### src/rtl/id_ex_pkg.sv
// Shared definitions for the ID/EX pipeline stage: control-bundle bit map,
// bubble constant and the immediate sign-extension helper.
package id_ex_pkg;

  localparam int CTRL_W         = 10;

  localparam int CTRL_REGWRITE  = 0;
  localparam int CTRL_MEMREAD   = 1;
  localparam int CTRL_MEMWRITE  = 2;
  localparam int CTRL_MEMTOREG  = 3;
  localparam int CTRL_ALUSRC    = 4;
  localparam int CTRL_REGDST    = 5;
  localparam int CTRL_ALUOP_LSB = 6;
  localparam int CTRL_ALUOP_MSB = 9;

  localparam logic [CTRL_W-1:0] CTRL_BUBBLE = '0;

  function automatic logic [31:0] sign_ext16(input logic [15:0] value);
    return {{16{value[15]}}, value};
  endfunction

endpackage

### src/rtl/id_ex_stage_hazard_detect.sv
// Load-use hazard detection: a valid load in EX whose destination feeds an
// operand of the instruction in ID forces a one-cycle stall.
module hazard_detect (
  input  logic       valid_ex,
  input  logic       mem_read_ex,
  input  logic [4:0] rt_ex,
  input  logic [4:0] rs_id,
  input  logic [4:0] rt_id,
  input  logic       valid_in,
  input  logic       flush,
  output logic       stall
);

  logic hazard;

  assign hazard = valid_ex && mem_read_ex && (rt_ex != 5'd0) &&
                  ((rt_ex == rs_id) || (rt_ex == rt_id));

  // A flushed ID instruction is discarded anyway, so it never needs to wait.
  assign stall = hazard && valid_in && !flush;

endmodule

### src/rtl/id_ex_stage.sv
// ID/EX pipeline stage: register-file addressing, WB bypass, load-use stall,
// bubble insertion on flush/stall and a saturating stall counter.
module id_ex_stage
  import id_ex_pkg::*;
#(
  parameter int CTRL_W = id_ex_pkg::CTRL_W
) (
  input  logic              Clk,
  input  logic              Rst,
  input  logic [31:0]       Instruction,
  input  logic [31:0]       PCPlus4,
  input  logic              ValidIn,
  input  logic [CTRL_W-1:0] ControlIn,
  input  logic              Flush,
  output logic [4:0]        ReadRegister1,
  output logic [4:0]        ReadRegister2,
  input  logic [31:0]       ReadData1,
  input  logic [31:0]       ReadData2,
  input  logic              RegWrite_WB,
  input  logic [4:0]        WriteRegister_WB,
  input  logic [31:0]       WriteData_WB,
  output logic              Stall,
  output logic [31:0]       RD1_EX,
  output logic [31:0]       RD2_EX,
  output logic [31:0]       Imm_EX,
  output logic [31:0]       PCPlus4_EX,
  output logic [4:0]        Rs_EX,
  output logic [4:0]        Rt_EX,
  output logic [4:0]        Rd_EX,
  output logic [CTRL_W-1:0] Ctrl_EX,
  output logic              Valid_EX,
  output logic [15:0]       StallCount
);

  logic        stall;
  logic [31:0] operand1;
  logic [31:0] operand2;
  logic        unused_opcode;

  assign ReadRegister1 = Instruction[25:21];
  assign ReadRegister2 = Instruction[20:16];
  assign unused_opcode = ^Instruction[31:26];

  hazard_detect u_hazard (
    .valid_ex    (Valid_EX),
    .mem_read_ex (Ctrl_EX[CTRL_MEMREAD]),
    .rt_ex       (Rt_EX),
    .rs_id       (ReadRegister1),
    .rt_id       (ReadRegister2),
    .valid_in    (ValidIn),
    .flush       (Flush),
    .stall       (stall)
  );

  assign Stall = stall;

  // WB writes in the same cycle the register file is read, so the file
  // returns the stale value; forward the write data instead.
  always_comb begin
    // NOTE: every always_comb output gets a default first so no latch is inferred.
    operand1 = ReadData1;
    operand2 = ReadData2;
    if (RegWrite_WB && (WriteRegister_WB != 5'd0) && (WriteRegister_WB == ReadRegister1))
      operand1 = WriteData_WB;
    if (RegWrite_WB && (WriteRegister_WB != 5'd0) && (WriteRegister_WB == ReadRegister2))
      operand2 = WriteData_WB;
  end

  // NOTE: sequential state uses non-blocking assignments only.
  always_ff @(posedge Clk or posedge Rst) begin
    if (Rst) begin
      RD1_EX     <= '0;
      RD2_EX     <= '0;
      Imm_EX     <= '0;
      PCPlus4_EX <= '0;
      Rs_EX      <= '0;
      Rt_EX      <= '0;
      Rd_EX      <= '0;
      Ctrl_EX    <= CTRL_W'(CTRL_BUBBLE);
      Valid_EX   <= 1'b0;
    end else if (Flush || stall) begin
      RD1_EX     <= '0;
      RD2_EX     <= '0;
      Imm_EX     <= '0;
      PCPlus4_EX <= '0;
      Rs_EX      <= '0;
      Rt_EX      <= '0;
      Rd_EX      <= '0;
      Ctrl_EX    <= CTRL_W'(CTRL_BUBBLE);
      Valid_EX   <= 1'b0;
    end else begin
      RD1_EX     <= operand1;
      RD2_EX     <= operand2;
      Imm_EX     <= sign_ext16(Instruction[15:0]);
      PCPlus4_EX <= PCPlus4;
      Rs_EX      <= ReadRegister1;
      Rt_EX      <= ReadRegister2;
      Rd_EX      <= Instruction[15:11];
      Ctrl_EX    <= ValidIn ? ControlIn : CTRL_W'(CTRL_BUBBLE);
      Valid_EX   <= ValidIn;
    end
  end

  always_ff @(posedge Clk or posedge Rst) begin
    if (Rst)
      StallCount <= '0;
    else if (stall && (StallCount != 16'hFFFF))
      StallCount <= StallCount + 16'd1;
  end

endmodule
### config.mk
export PLATFORM = sky130hd
export DESIGN_NAME = id_ex_stage
export DESIGN_NICKNAME = d
export VERILOG_FILES = /design/src/rtl/id_ex_pkg.sv /design/src/rtl/id_ex_stage_hazard_detect.sv /design/src/rtl/id_ex_stage.sv
export SDC_FILE = /design/constraint.sdc
export NUM_CORES = 1
export LEC_CHECK = 0
export BUFFER_PORTS_ARGS = -buffer_cell sky130_fd_sc_hd__buf_2
export CORE_AREA = 3 3 137 139
export DETAILED_ROUTE_END_ITERATION = 7
export DIE_AREA = 0 0 140 142
export PLACE_DENSITY_LB_ADDON = 0.1
export SLEW_MARGIN = 40
export SYNTH_ARGS = -nofsm -noshare
export SYNTH_HDL_FRONTEND = slang
export SYNTH_SLANG_ARGS = --single-unit
### constraint.sdc
create_clock -name Clk -period 5.6 [get_ports Clk]
set_input_delay 1.12 -clock Clk [delete_from_list [all_inputs] [get_ports Clk]]
set_output_delay 1.12 -clock Clk [all_outputs]
set_load 0.005 [all_outputs]
# After elaboration in Yosys (flattened, before gate mapping)
# Cells that the tools add are included.
dict set report word_totals {
  in_bits 180
  elab_cells 42
  reg_bits 170
}
dict set report classes {
  add_sub_neg 1
  muxes 12
  n_reduce_logical 14
  n_eq_ne 5
}
# operator count
set ops {}
lappend ops {{$mux W32} 6}
lappend ops {{$eq A5 B5 Y1} 4}
lappend ops {{$mux W10} 2}
lappend ops {{$add A16 B1 Y16 const B} 1}
lappend ops {{$ne A16 B16 Y1 const B} 1}
lappend ops {{$mux W5} 3}
lappend ops {{$reduce_bool A5 Y1} 2}
lappend ops {{$logic_and A1 B1 Y1} 9}
lappend ops {{$logic_or A1 B1 Y1} 2}
lappend ops {{$logic_not A1 Y1} 1}
lappend ops {{$mux W1} 1}

# Logic depth before layout (Yosys ltp)
dict set report depth {
  ltp_word 7
  depth_mapped 8
}

# Cells and area by module
# From an unflattened synthesis, not the netlist that was laid out.
dict set report hier_totals {
  cells_unflattened 523
  area_unflattened_um2 6213.5
}
# module area_per_inst_um2 instances seq_area_each_um2 cells_each
set by_module_without_submodules {}
lappend by_module_without_submodules {id_ex_stage 6073.3 1 3728.6 505}
lappend by_module_without_submodules {hazard_detect 140.1 1 0.0 18}

# Least setup slack after synthesis
# OpenSTA, ideal clock, no wires.
dict set report synth_path {
  path_type {in2out}
  startpoint {input port Instruction[19]}
  endpoint {output port Stall}
  slack_ns 2.646
  t_arrival_ns 1.834
  stages 4
  path_cell_list {xor2_1 -> nor3_1 -> a22oi_2 -> nor3_1}
}
dict set report synth_between {
  elab_chain_len 5
}
# item line_no
set synth_rtl {}
lappend synth_rtl {{start, declared} id_ex_stage.sv:10} ;# input logic [31:0] Instruction,
lappend synth_rtl {{$eq A5 B5 Y1} id_ex_stage_hazard_detect.sv:17} ;# ((rt_ex == rs_id) || (rt_ex == rt_id));
lappend synth_rtl {{$logic_or A1 B1 Y1} id_ex_stage_hazard_detect.sv:17}
lappend synth_rtl {{$logic_and A1 B1 Y1} id_ex_stage_hazard_detect.sv:16} ;# assign hazard = valid_ex && mem_read_ex && (rt_ex != 5'd0) &&
lappend synth_rtl {{$logic_and A1 B1 Y1 (2 in a row)} id_ex_stage_hazard_detect.sv:20} ;# assign stall = hazard && valid_in && !flush;
lappend synth_rtl {{end, declared} id_ex_stage.sv:22} ;# output logic Stall,
# Every way passes these cells.

# Worst setup path after layout
# Same ends and word-level chain as after synthesis.

==> run_results.csv <==
group,metric,value,unit
sta,hold_viol,0,
min_path,hp-class,"flop to flop",
sta,clock.fmax,305,MHz
critical_path,critPathCaptureType,"output pin",
power,ir_worst_vdd,0.187,mV
power,power.density,296,nW/um2
cts,clockRootBuffer,"clkbuf_16",
yosys,yosys_warnings,0,
detailed_routing,drt_wl_total,17.8,mm
sta,min_period_over_period,58.6,%
yosys,synthFlopType,"dfrtp_1",
critical_path,startpoint,"Instruction[19]",
critical_path,critical_path.max_stage_delay,240,ps
cts,clk_latency,410,ps
sta,relSlewSlack,50.7,%
cts,cts_max_level,4,
cts,clkSlewWorstSetupHoldPaths,60,ps
yosys,synth_commonest_cells,"149 x dfrtp_1, 69 x nor2_1, 64 x mux2i_1",
floorplanning,row_count,49,
final_layout,post-route-util,47.7,%
power,p_total,0.00251,W
yosys,synth-xor-area-share,4.71,%
cts,cts_resized,0,
sta,rsz0062_at_grt,"no",
final_layout,synthToLayoutAreaGrowth,38.2,%
yosys,yosysTopAreaCellShare,60.8,%
yosys,yosys.area_share.simple,15.6,%
detailed_routing,viasPerCell,4.46,
yosys,syn_area,6130,um2
final_layout,nets,994,
critical_path,worst_setup_path_start_kind,"input port",
critical_path,critical_path_arrival,2160,ps
outcome,status,"finished, final reports clean",
floorplanning,die_area,19900,um2
sta,fin_setup_tns,0,ps
place,place_congestion,0.830,
min_path,hold_start,"StallCount[8]$_DFFE_PP0P_",
global_routing,globalRouteTotalUtil,17.7,%
yosys,avgSynthCellArea,12.6,um2
critical_path,path_buf_inv,2,
yosys,synth_top_family_by_area,"simple AND/OR/NAND/NOR gates",
job,drv_cap,0,
yosys,synth_edf_count,0,
yosys,yosysTopAreaCell,"dfrtp_1",
critical_path,r2r_start,"Rt_EX[0]$_DFF_PP0_",
yosys,ys_ff_latch,149,
detailed_routing,drc_errors,0,
floorplanning,initial_core_util,34.5,%
sta,min_period,3280,ps
critical_path,crit_path_cell_trace,"buf_2 -> xor2_1 -> nor3_1 -> a22oi_2 -> nor3_1 -> buf_2",
global_routing,grt_pass1_vias,4987,
floorplanning,ios,361,
cts,cts-hold-fix-buffers,0,
cts,post-cts-setup-buffers,0,
yosys,synth_compound_area_share,0.714,%
place,io_buffers,354,
yosys,synthArstFlopShare,100,%
final_layout,fin_area,8470,um2
critical_path,crit_type,"input port to output pin",
yosys,muxShareOfSynthArea,11.0,%
sta,worst_pin_slew,734,ps
yosys,synth_fp_nets,669,
detailed_routing,wire_per_inst,16.9,um
global_routing,grt_pass1_wl,27.2,mm
global_routing,antenna_found_initial,3,
yosys,synthCells,488,
yosys,ys_top_cells_by_area,"dfrtp_1 61%, mux2i_1 10%, and2_1 6.0%",
detailed_routing,drt_pass1_iterations,4,
floorplanning,die_h,142,um
final_layout,drive_gt1_share,48.5,%
cts,clockBufferDepth,2,
detailed_routing,ant_nets,0,
sta,fin_worst_hold_slack,508,ps
global_routing,grt_overflow,0,
yosys,yosysSeqAreaShare,60.8,%
detailed_routing,drtIter0Drc,171,
sta,finalMaxSlewViolations,0,
critical_path,crit_fanout,4,
yosys,synthAdderAreaFrac,0.204,%
cts,cts_tree,"yes",
yosys,yosysUniqueCellTypes,33,
place,dpl_cell_area,7900,um2
critical_path,required,4480,ps
global_routing,grt_max_degree,103,
critical_path,cpLargestDelayFamily,"simple AND/OR/NAND/NOR gates",
power,p_leak,4.51,nW
floorplanning,die_width,140,um
sta,fin_skew,6.41,ps
floorplanning,fp.coreArea,17800,um2
cts,numCtsBuffers,17,
yosys,synth_most_common_cell,"dfrtp_1",
critical_path,crit_slowest_cell,"nor3_1",
cts,clock-sinks,149,
place,dp_hpwl,13.5,mm
detailed_routing,vias,4719,
sta,finalSetupViolations,0,
[final cells by class]
| type | count | area (um2) |
|---|---|---|
| fill | 1734 | 9310 |
| tap | 229 | 287 |
| sequential | 149 | 3730 |
| inverter | 2 | 15.0 |
| multi-input combinational | 283 | 2010 |
| antenna | 3 | 7.51 |
| clock inverter | 8 | 101 |
| timing repair buffer | 360 | 1860 |
| clock buffer | 23 | 468 |
[power breakdown]
part | switching [W] | internal [W] | leakage, nW
sequential | 0.0000169 | 0.00113 | 1.94
clock | 0.000426 | 0.000677 | 0.281
combinational | 0.000134 | 0.000129 | 2.29
total | 0.000577 | 0.00193 | 4.51
[stage by stage]
stage,setup WS [ps],instances
final,2320,1057
after global routing,2220,1057
after CTS,2280,1054
after detailed placement,2280,1023
after global placement,2170,1021
after floorplan,472,488
[placed cells by master (no fill, tap or decap), drive strengths merged, types with 3 or more instances in the layout]
cell    instances
xnor2          18
nand4           8
and2           59
diode           3
nor4            3
dfrtp         149
clkinv          6
mux2            3
nor2           71
xor2           15
and3           14
mux2i          64
nand3           8
nor3            3
nand2           5
buf           360
clkbuf         23
[flip-flops by register name (all words and copies together), names as in the netlist]
name	flops
RD1_EX	32
Rs_EX	5
PCPlus4_EX	32
StallCount	16
RD2_EX	32
Valid_EX	1
Ctrl_EX	10
Rt_EX	5
Rd_EX	4
Imm_EX	12
[cells by family after synthesis]
family | after synthesis
compound gates | 3
xor+xnor | 33
mux | 67
flops | 149
fa+ha+maj | 1
buf+inv | 56
simple gates | 179
[routing by layer]
metal  global-route usage, %  vias to the layer above  wire length (um)
met2                    29.7                      211              8980
li1                        -                     2215                 -
met3                    6.45                       36              1590
met5                       0                        -                 0
met1                    20.3                     2257              6680
met4                    8.16                        0               579
[worst paths after layout]
kind / cells after the start / slack, ps / to
max in group asynchronous: 3 / 3600 / RD2_EX[11]$_DFF_PP0_
worst max register to register: 6 / 3330 / RD2_EX[7]$_DFF_PP0_
worst min-delay path: 1 / 510 / StallCount[8]$_DFFE_PP0P_
worst max-delay path: 6 / 2320 / Stall
worst min register to register: 1 / 510 / StallCount[8]$_DFFE_PP0P_
min in group asynchronous: 2 / 790 / PCPlus4_EX[30]$_DFF_PP0_
[worst register-to-register path, cell delays in order, from the launching register on]
cell       delay [ps]
dfrtp_1           430
or4_4             570
o2111ai_4         280
nor2_4             80
or2_2             280
buf_4             310
nor2_1            250
Power figures use the tool's default switching activity.
